==> src/rtl/poly_synth_voices_if.sv <==
// poly_synth_voices_if: note-event inputs and mixed-sample outputs of poly_synth_voices
//   clear, start_note, end_note, note[6:0], wave_sel[1:0]  : events and waveform select (master -> slave)
//   latch_output[OUT_W-1:0], sample_valid                  : mixed sample and its update pulse
//   voice_active[NUM_VOICES-1:0], dropped                  : voice status and discarded-note pulse
interface poly_synth_voices_if #(
    parameter int NUM_VOICES = 4,
    parameter int OUT_W = 12
);
    logic clear;
    logic start_note;
    logic end_note;
    logic [6:0] note;
    logic [1:0] wave_sel;
    logic [OUT_W-1:0] latch_output;
    logic sample_valid;
    logic [NUM_VOICES-1:0] voice_active;
    logic dropped;
    modport master (
        output clear, start_note, end_note, note, wave_sel,
        input latch_output, sample_valid, voice_active, dropped
    );
    modport slave (
        input clear, start_note, end_note, note, wave_sel,
        output latch_output, sample_valid, voice_active, dropped
    );
endinterface

==> src/rtl/poly_synth_voices.sv <==
// poly_synth_voices: polyphonic phase-accumulator synth with voice allocation/stealing and per-tick mixing
//   MHz10 : system clock
//   rst   : synchronous active-high reset
//   bus   : poly_synth_voices_if slave (note events in; mixed sample, voice status, dropped pulse out)
module poly_synth_voices #(
    parameter int NUM_VOICES = 4,
    parameter int PHASE_W = 24,
    parameter int SAMPLE_W = 10,
    parameter int OUT_W = SAMPLE_W + $clog2(NUM_VOICES),
    parameter int SAMPLE_DIV = 227
) (
    input logic MHz10,
    input logic rst,
    poly_synth_voices_if.slave bus
);
    localparam int RW = $clog2(NUM_VOICES);
    localparam int CW = SAMPLE_DIV > 1 ? $clog2(SAMPLE_DIV) : 1;

    // Increments for octave 10 (MIDI notes 120..131); lower octaves are right shifts of these.
    function automatic logic [11:0][PHASE_W-1:0] base_table();
        real f;
        for (int s = 0; s < 12; s++) begin
            f = 440.0 * 2.0 ** ((51.0 + s) / 12.0);
            base_table[s] = PHASE_W'($rtoi(f * 2.0 ** PHASE_W * SAMPLE_DIV / 1.0e7 + 0.5));
        end
    endfunction

    localparam logic [11:0][PHASE_W-1:0] BASE_INC = base_table();

    function automatic logic [PHASE_W-1:0] note_inc(input logic [6:0] n);
        return BASE_INC[4'(n % 7'd12)] >> (4'd10 - 4'(n / 7'd12));
    endfunction

    function automatic logic [SAMPLE_W-1:0] voice_sample(input logic [PHASE_W-1:0] ph, input logic [1:0] w);
        logic [SAMPLE_W-1:0] p, t;
        p = ph[PHASE_W-1 -: SAMPLE_W];
        t = {p[SAMPLE_W-2:0], 1'b0};
        return w == 2'd0 ? p : w == 2'd1 ? {SAMPLE_W{p[SAMPLE_W-1]}} : w == 2'd2 ? (p[SAMPLE_W-1] ? ~t : t) : '0;
    endfunction

    logic [NUM_VOICES-1:0] active_q, active_d;
    logic [6:0] note_q [NUM_VOICES];
    logic [6:0] note_d [NUM_VOICES];
    logic [PHASE_W-1:0] phase_q [NUM_VOICES];
    logic [PHASE_W-1:0] phase_d [NUM_VOICES];
    logic [PHASE_W-1:0] inc [NUM_VOICES];
    logic [RW-1:0] rank_q [NUM_VOICES];
    logic [RW-1:0] rank_d [NUM_VOICES];
    logic [CW-1:0] cnt_q, cnt_d;
    logic [OUT_W-1:0] latch_q, latch_d, mix;
    logic valid_q, valid_d, dropped_q, dropped_d;
    logic tick, hit_found, idle_found;
    logic [RW-1:0] hit_idx, idle_idx, old_idx, alloc;

    assign tick = cnt_q == CW'(SAMPLE_DIV - 1);

    // Descending scan so the lowest-index idle voice wins; the note match serves both note-on and note-off.
    always_comb begin
        mix = '0;
        hit_found = 1'b0;
        idle_found = 1'b0;
        hit_idx = '0;
        idle_idx = '0;
        old_idx = '0;
        for (int v = NUM_VOICES - 1; v >= 0; v--) begin
            inc[v] = note_inc(note_q[v]);
            if (active_q[v]) mix = mix + OUT_W'(voice_sample(phase_q[v], bus.wave_sel));
            if (active_q[v] && note_q[v] == bus.note) begin
                hit_found = 1'b1;
                hit_idx = RW'(v);
            end
            if (!active_q[v]) begin
                idle_found = 1'b1;
                idle_idx = RW'(v);
            end
            if (rank_q[v] == RW'(NUM_VOICES - 1)) old_idx = RW'(v);
        end
        alloc = hit_found ? hit_idx : idle_found ? idle_idx : old_idx;
    end

    // Tick advance is computed first; events then override the voice they touch, so a
    // (re)allocated or released voice lands at phase 0 rather than advancing.
    always_comb begin
        cnt_d = tick ? '0 : cnt_q + 1'b1;
        active_d = active_q;
        note_d = note_q;
        rank_d = rank_q;
        for (int v = 0; v < NUM_VOICES; v++) phase_d[v] = (tick && active_q[v]) ? phase_q[v] + inc[v] : phase_q[v];
        latch_d = tick ? mix : latch_q;
        valid_d = tick;
        dropped_d = 1'b0;
        if (bus.clear) begin
            active_d = '0;
            for (int v = 0; v < NUM_VOICES; v++) phase_d[v] = '0;
            latch_d = '0;
        end else if (bus.end_note) begin
            dropped_d = bus.start_note;
            if (hit_found) begin
                active_d[hit_idx] = 1'b0;
                phase_d[hit_idx] = '0;
            end
        end else if (bus.start_note) begin
            active_d[alloc] = 1'b1;
            note_d[alloc] = bus.note;
            phase_d[alloc] = '0;
            for (int v = 0; v < NUM_VOICES; v++)
                rank_d[v] = RW'(v) == alloc ? '0 : rank_q[v] < rank_q[alloc] ? rank_q[v] + 1'b1 : rank_q[v];
        end
    end

    always_ff @(posedge MHz10) begin
        if (rst) begin
            active_q <= '0;
            cnt_q <= '0;
            latch_q <= '0;
            valid_q <= 1'b0;
            dropped_q <= 1'b0;
            for (int v = 0; v < NUM_VOICES; v++) begin
                note_q[v] <= '0;
                phase_q[v] <= '0;
                rank_q[v] <= RW'(v);
            end
        end else begin
            active_q <= active_d;
            cnt_q <= cnt_d;
            latch_q <= latch_d;
            valid_q <= valid_d;
            dropped_q <= dropped_d;
            for (int v = 0; v < NUM_VOICES; v++) begin
                note_q[v] <= note_d[v];
                phase_q[v] <= phase_d[v];
                rank_q[v] <= rank_d[v];
            end
        end
    end

    assign bus.latch_output = latch_q;
    assign bus.sample_valid = valid_q;
    assign bus.voice_active = active_q;
    assign bus.dropped = dropped_q;
endmodule

==> src/flat_wrapper.sv <==
// flat-port wrapper written by rule: the top's interface ports become plain ports
module poly_synth_voices_flat 
#(
    parameter int NUM_VOICES = 4,
    parameter int PHASE_W = 24,
    parameter int SAMPLE_W = 10,
    parameter int OUT_W = SAMPLE_W + $clog2(NUM_VOICES),
    parameter int SAMPLE_DIV = 227
)
  (MHz10, rst, bus_clear, bus_start_note, bus_end_note, bus_note, bus_wave_sel, bus_latch_output, bus_sample_valid, bus_voice_active, bus_dropped);
  poly_synth_voices_if #(.NUM_VOICES(NUM_VOICES), .OUT_W(OUT_W)) bus_i ();
  input logic MHz10;
  input logic rst;
  input wire logic [$bits(bus_i.clear)-1:0] bus_clear;
  input wire logic [$bits(bus_i.start_note)-1:0] bus_start_note;
  input wire logic [$bits(bus_i.end_note)-1:0] bus_end_note;
  input wire logic [$bits(bus_i.note)-1:0] bus_note;
  input wire logic [$bits(bus_i.wave_sel)-1:0] bus_wave_sel;
  output wire logic [$bits(bus_i.latch_output)-1:0] bus_latch_output;
  output wire logic [$bits(bus_i.sample_valid)-1:0] bus_sample_valid;
  output wire logic [$bits(bus_i.voice_active)-1:0] bus_voice_active;
  output wire logic [$bits(bus_i.dropped)-1:0] bus_dropped;
  assign bus_i.clear = bus_clear;
  assign bus_i.start_note = bus_start_note;
  assign bus_i.end_note = bus_end_note;
  assign bus_i.note = bus_note;
  assign bus_i.wave_sel = bus_wave_sel;
  assign bus_latch_output = bus_i.latch_output;
  assign bus_sample_valid = bus_i.sample_valid;
  assign bus_voice_active = bus_i.voice_active;
  assign bus_dropped = bus_i.dropped;
  poly_synth_voices #(.NUM_VOICES(NUM_VOICES), .PHASE_W(PHASE_W), .SAMPLE_W(SAMPLE_W), .OUT_W(OUT_W), .SAMPLE_DIV(SAMPLE_DIV)) u_core (.MHz10(MHz10), .rst(rst), .bus(bus_i));
endmodule
==> config.mk <==
export PLATFORM = sky130hd
export DESIGN_NAME = poly_synth_voices_flat
export DESIGN_NICKNAME = d
export VERILOG_FILES = /design/src/rtl/poly_synth_voices_if.sv /design/src/rtl/poly_synth_voices.sv /design/src/flat_wrapper.sv
export SDC_FILE = /design/constraint.sdc
export NUM_CORES = 1
export LEC_CHECK = 0
export BUFFER_PORTS_ARGS = -buffer_cell sky130_fd_sc_hd__clkbuf_2
export CAP_MARGIN = 15
export CORE_ASPECT_RATIO = 1.1
export CORE_UTILIZATION = 50
export CTS_BUF_LIST = sky130_fd_sc_hd__clkbuf_4 sky130_fd_sc_hd__clkbuf_8
export DETAILED_ROUTE_END_ITERATION = 10
export PLACE_DENSITY = 0.66
export SYNTH_ARGS = -nofsm -noshare
export SYNTH_HDL_FRONTEND = slang
export SYNTH_SLANG_ARGS = --single-unit
==> constraint.sdc <==
create_clock -name MHz10 -period 12.4 [get_ports MHz10]
set_input_delay 0 -clock MHz10 [delete_from_list [all_inputs] [get_ports MHz10]]
set_output_delay 0 -clock MHz10 [all_outputs]
set_load 0.03 [all_outputs]
== After elaboration in Yosys (flattened, before gate mapping) ==
Memory sizes are Yosys's and may differ from the RTL's.
Cells that the tools add are included.

* Reductions and logical operators: 28
* Bitwise gates (word level): 19
* Divide/modulo/power cells: 8
* Shifts and indexed selects: 4
* Equality and inequality tests: 15
* Multiplexer cells: 86
* Add/subtract/negate cells: 16
* Order comparisons: 16

{| class="wikitable"
|+ Operator list
! kind !! number
|-
| 96-bit two-way mux || 4
|-
| 24-bit two-way mux || 14
|-
| 96-bit bitwise AND || 2
|-
| 96-bit inverter || 2
|-
| 10-bit two-way mux || 17
|-
| 24-bit adder || 4
|-
| 24-bit demux with 2-bit select || 2
|-
| 24-bit by 4-bit >> shifter with 24-bit output || 4
|-
| 2-bit two-way mux || 24
|-
| 10-bit inverter || 4
|-
| 12-bit two-way mux || 3
|-
| 28-bit bitwise mux || 1
|-
| 7-bit by 4-bit divider with 7-bit output, second input constant || 4
|-
| 7-bit == test || 4
|-
| 7-bit by 4-bit remainder unit with 7-bit output, second input constant || 4
|-
| 12-bit by 10-bit adder with 12-bit output || 2
|-
| 4-bit by 5-bit < comparator with 1-bit output, second input constant || 4
|-
| 4-bit AND reduction || 4
|-
| 4-bit subtractor, first input constant || 4
|-
| 7-bit demux with 2-bit select || 1
|-
| 1-bit two-way mux || 13
|-
| 1-bit logical AND || 12
|-
| 4-bit two-way mux || 3
|-
| 10-bit by 10-bit adder with 11-bit output || 1
|-
| 28 further kinds || 55
|}

* Output and inout bits: 18
* Logic and storage cells: 210
* Memories: 5
* Register bits after elaboration: 62
* Bits in read-only memories: 1,536
* Memory bits (writable): 96

{| class="wikitable"
|+ Memories
! memory !! words !! bits a word !! read ports !! clocked after memory_dff !! wr ports !! RTL line !! text
|-
| (no name shown) || 16 || 24 || 1 || 0 || 0 || poly_synth_voices.sv:31 || <nowiki>return BASE_INC[4'(n % 7'd12)] >> (4'd10 - 4'(n / 7'd12));</nowiki>
|-
| (no name shown) || 16 || 24 || 1 || 0 || 0 || poly_synth_voices.sv:31 ||
|-
| (no name shown) || 16 || 24 || 1 || 0 || 0 || poly_synth_voices.sv:31 ||
|-
| (no name shown) || 16 || 24 || 1 || 0 || 0 || poly_synth_voices.sv:31 ||
|-
| u_core.phase_q || 4 || 24 || 4 || 0 || 4 || poly_synth_voices.sv:44 || <nowiki>logic [PHASE_W-1:0] phase_q [NUM_VOICES];</nowiki>
|}

== Depth between registers and ports, before layout ==
* Depth in word-level cells: 18
* Mapped depth: 31
* Mapped depth without buffers: 28

== Worst setup path after synthesis ==
No wires, ideal clock.

* Path kind: reg2reg
* Start: reg u_core.note_q[24] in the netlist's numbering
* End: mem u_core.phase_q[0][23]
* Cell stages (with the launch flop): 25
* Path slack: 6,824 ps
* Path buffers: 6
* Data arrival time: 5,448 ps
* Required time: 12,272 ps
* Cell sequence: dfxtp_1 > buf_4 > buf_2 > maj3_1 > a21oi_1 > o21a_1 > buf_4 > inv_2 > buf_1 > ha_1 > buf_1 > buf_1 > mux2i_1 > a21oi_1 > a22oi_1 > ha_1 > a21o_1 > a21o_1 > a2111o_1 > a21oi_1 > o21ai_0 > o41ai_1 > o22ai_1 > xnor2_1 > nor2_1

{| class="wikitable"
|+ RTL lines
! what !! RTL line !! text
|-
| start: declaration || poly_synth_voices.sv:42 || <nowiki>logic [6:0] note_q [NUM_VOICES];</nowiki>
|-
| start signal: indexed assignment || poly_synth_voices.sv:130 || <nowiki>note_q[v] <= note_d[v];</nowiki>
|-
| end: declaration || poly_synth_voices.sv:44 ||
|}

==> metrics list <==
* Congestion Overflow GR: 0
- Summed over all layers, the routed wires come to 58980 um.
- Largest fanout of any net on the critical path: 23
- The worst setup path is of the flip-flop to flip-flop kind.
* Width of the die: 195.5 um
* Area of the placeable core: 40370 um^2
- Most frequent cells after synthesis: 332 x sky130_fd_sc_hd__nand2_1, 300 x sky130_fd_sc_hd__a21oi_1, 268 x sky130_fd_sc_hd__nor2_1, 194 x sky130_fd_sc_hd__o21ai_0, 168 x sky130_fd_sc_hd__ha_1
- In this run, flip-flops and latches consume 45.2% of the power.
- Total of max-cap violations: 0
* Net count reported at finish: 2967
* Startpoint of the worst register-to-register path: u_core.note_q[4]
- Most repeated cell in the gate-level netlist after synthesis: sky130_fd_sc_hd__nand2_1
- During I/O placement, the number of pins put on the boundary was 32.
* Hold depth: 4
- After detailed routing, the number of remaining DRC violations is 0.
- Counting every net in the synthesized netlist gives 3067.
- Combined global-route utilization of all metal layers: 27.89%
- VDD sags by at most 0.08231 mV.
- Setup TNS: 0 ns
- Die Ht: 214.8 um
* Smallest setup slack after layout: 4.831 ns
- Summing all placed instances gives a cell area of 20780 um^2.
* Clock H-tree levels: 4
- Across all layers, the routed design uses 20650 vias.
* Pleak: 8.790 nW
- FF-to-FF path depth: 20
* Remaining antenna violation count: 0
* Total count of hold-check failures in the final report: 0
- Main area contributors after synthesis: sky130_fd_sc_hd__dfxtp_1 15%, sky130_fd_sc_hd__ha_1 10%, sky130_fd_sc_hd__a21oi_1 7.3%
* Min-Delay Endpoint: u_core.rank_q[3]
- After legalization and detailed placement, the total HPWL measured 43630 um.
* Antenna violations before repair: 2
- The worst setup path is launched from a flip-flop.
- Post-DR vias/cell: 6.245
- First-pass iteration count of the detailed router: 5
- Final period util: 61.04%
* Post-synthesis sequential area ratio: 15.36%
* Switching power: 376.7 uW
- The clock reaches the later pin of the worst-skew pair after 0.57 ns.
* FP Rows: 77
- Minimum period implied by the final worst setup slack: 7.569 ns
- Share of total power in the clock network: 35.6%
- In this run the tightest slew margin relative to its limit is 30.15%.
- Full die area: 42000 um^2
- Summing every instance area after synthesis gives 20590 um^2.
* Result of the run: finished clean
* Final weighted congestion in routability-driven placement: 0.9385
* Warning count from the yosys run: 0
* Clock-pin slew on the worst setup and hold paths: 0.10 ns
- The worst setup path is captured at a flip-flop.
* Power per cell area: 53.45 nW/um^2
- Setup clock skew after layout: 0.01931 ns
- For the pin with the worst max-slew slack, the measured transition is 1.044 ns.
- Worst setup slack before clock tree synthesis: 5.051 ns
- Average wire per standard cell: 17.84 um
* Number of enable-type register cells in the synthesized netlist: 0
- Worst min-delay path startpoint: bus_clear
- Root Buffer: sky130_fd_sc_hd__clkbuf_8
- First-pass GRT wire length: 96900 um
* Comb power frac: 19.2%
* Setup violation total in the final timing report: 0
- Gate count of the mapped netlist: 2878
- FF-to-FF End: u_core.phase_q[3][23]
- In the synthesized netlist the dominant register cell turns out to be sky130_fd_sc_hd__dfxtp_1.
- Peak Freq: 132.1 MHz
* Via count of the first global-routing pass: 19280
* Switching power share of the total: 33.08%
* Fraction of layout instances using a drive strength above 1: 6.557%
* Total of flip-flops plus latches after synthesis: 158
* Final Slew Violations: 0
- Post-CTS repair changed the size of 0 cells.
- Inserted Clock Buffers: 17
- The path class of the tightest hold or removal check is primary input to flip-flop.
* Mean post-synth cell area: 7.155 um^2
- In this run, the number of DRC markers left after iteration 0 of detailed routing was 1425.
- The area growth from synthesis to layout is 3.487%.
* Count of different cell masters after synthesis: 101
- The internal portion of the total power is 762.2 uW.
* Async SR Flop Fraction: 0%
- Entering global routing, the biggest net connects 60 pins.
* Area of all placed cells without fillers: 21310 um^2
- During placement, the flow inserted port buffers numbering 31.
- Setup repair after global routing left no endpoint under its margin.
- The biggest area contributor in the post-synthesis netlist is sky130_fd_sc_hd__dfxtp_1.
* Flop2flop setup slack: 4.83 ns
- Number of buffers on the longest clock path: 2
- Summed over its instances, the top area cell type makes up 15.36% of the synthesized netlist area.
- CP required: 12.85 ns
- TritonCTS clock tree: done
- Number of sinks handled by clock tree synthesis: 158
- Initial cell density of the core: 51.01%
- Worst Path Arrival: 8.02 ns
-- logic make-up after synthesis --
kind of cell | count (synthesis) | share of synthesized area [%]
flops | 158 | 15.36
xor+xnor | 158 | 6.793
fa+ha+maj | 179 | 11.09
simple gates | 985 | 22.77
mux | 165 | 8.707
compound gates | 958 | 29.69
buf+inv | 275 | 5.590
-- registers in the layout, indices dropped and copies added (netlist names) --
name / count
u_core.phase_q: 96
u_core.bus.latch_output: 12
u_core.cnt_q: 8
u_core.bus.dropped: 1
u_core.bus.voice_active: 4
u_core.rank_q: 8
u_core.note_q: 28
u_core.bus.sample_valid: 1
-- power by group through the flow --
stage               Combinational, mW  Clock (mW)  Sequential (mW)
finish                          0.219       0.405            0.514
global route                    0.241       0.440            0.515
CTS                             0.216       0.420            0.514
detailed placement              0.212           0            0.526
global placement                0.208           0            0.526
floorplan                       0.169           0            0.523
-- timing repair --
action	4_1_cts	5_1_grt
endpoints found under the hold margin	45	0
hold buffers	13	0
setup buffers	0	0
-- per-stage QoR --
| step | std cells | total power [mW] | hold slack [ns] | util, % |
|---|---|---|---|---|
| after floorplan | 2878 | 0.6922 | 0.1036 | - |
| after global placement | 3258 | 0.7342 | 0.3072 | 51.48 |
| after detailed placement | 3258 | 0.7383 | 0.3139 | 51.48 |
| after CTS | 3303 | 1.151 | 0.3672 | 52.75 |
| after global routing | 3306 | 1.197 | 0.4182 | 52.79 |
| final | 3306 | 1.139 | 0.4182 | 52.79 |
-- metal layers --
metal	up-vias	part of all wire (%)	GRT usage, %
li1	10330	-	-
met1	9671	44	34.06
met2	528	48	48.14
met3	117	4.1	4.316
met4	0	3.5	12.23
met5	-	0	0
-- cell usage in the layout (no fill, tap or decap), types with 11 or more instances in the layout --
cell                            instances
sky130_fd_sc_hd__and2_1                22
sky130_fd_sc_hd__dlygate4sd3_1         13
sky130_fd_sc_hd__o22ai_1               37
sky130_fd_sc_hd__nor2b_1               52
sky130_fd_sc_hd__ha_1                 168
sky130_fd_sc_hd__a31oi_1               33
sky130_fd_sc_hd__clkbuf_8              18
sky130_fd_sc_hd__a21o_1                56
sky130_fd_sc_hd__mux2_2                32
sky130_fd_sc_hd__xnor2_1              108
sky130_fd_sc_hd__nand2_1              332
sky130_fd_sc_hd__nand4_1               26
sky130_fd_sc_hd__or2_2                 11
sky130_fd_sc_hd__o21ai_1               16
sky130_fd_sc_hd__or3_1                 21
sky130_fd_sc_hd__nand3_1               60
sky130_fd_sc_hd__nand2b_1              40
sky130_fd_sc_hd__and3_1                20
sky130_fd_sc_hd__a211oi_1              33
sky130_fd_sc_hd__nor3b_1               16
sky130_fd_sc_hd__dfxtp_1              158
sky130_fd_sc_hd__o21a_1                36
sky130_fd_sc_hd__o21ai_0              194
sky130_fd_sc_hd__o221ai_1              13
sky130_fd_sc_hd__buf_4                 26
sky130_fd_sc_hd__o31ai_1               27
sky130_fd_sc_hd__clkbuf_2              31
sky130_fd_sc_hd__o211ai_1              34
sky130_fd_sc_hd__mux2i_1              124
sky130_fd_sc_hd__xor2_1                46
sky130_fd_sc_hd__nor2_1               268
sky130_fd_sc_hd__nor3_1                45
sky130_fd_sc_hd__inv_1                 81
sky130_fd_sc_hd__a21oi_1              300
sky130_fd_sc_hd__nand3b_1              18
sky130_fd_sc_hd__a22oi_1               18
-- layout make-up --
class	instances	area, um^2
antenna	2	5.005
clock buffer	19	255.2
clock inverter	13	128.9
fill	4015	19060
inverter	85	319.1
multi-input combinational	2445	16310
sequential	158	3163
tap	513	641.9
timing repair buffer	71	491.7
-- how the worst max path moves through the flow --
stage	cells past startpoint	end	from	slack, ns
3_5_place_dp	20	u_core.phase_q[3][23]	u_core.note_q[4]	5.05
6_report	20	u_core.phase_q[3][23]	u_core.note_q[4]	4.83
4_1_cts	20	u_core.phase_q[3][23]	u_core.note_q[4]	4.97
2_1_floorplan	24	u_core.phase_q[0][23]	u_core.note_q[24]	6.82
3_3_place_gp	20	u_core.phase_q[3][23]	u_core.note_q[4]	5.21
5_1_grt	20	u_core.phase_q[3][23]	u_core.note_q[4]	4.21
-- critical path, stage by stage (launching register included) --
cell	delay (ns)
sky130_fd_sc_hd__dfxtp_1	0.68
sky130_fd_sc_hd__inv_2	0.10
sky130_fd_sc_hd__maj3_2	0.31
sky130_fd_sc_hd__a211oi_1	0.32
sky130_fd_sc_hd__o21a_1	0.55
sky130_fd_sc_hd__inv_2	0.34
sky130_fd_sc_hd__ha_1	0.84
sky130_fd_sc_hd__clkinv_1	0.61
sky130_fd_sc_hd__mux2i_1	0.43
sky130_fd_sc_hd__a21o_1	0.19
sky130_fd_sc_hd__a2bb2oi_1	0.17
sky130_fd_sc_hd__ha_1	0.25
sky130_fd_sc_hd__a21oi_1	0.21
sky130_fd_sc_hd__nor2_1	0.09
sky130_fd_sc_hd__o311ai_0	0.76
sky130_fd_sc_hd__o21ai_1	0.31
sky130_fd_sc_hd__a31o_2	0.32
sky130_fd_sc_hd__a2111oi_0	0.51
sky130_fd_sc_hd__o31ai_1	0.19
sky130_fd_sc_hd__a31oi_1	0.19
sky130_fd_sc_hd__nor3b_1	0.06
No activity file was read; power rests on OpenSTA's default activity.
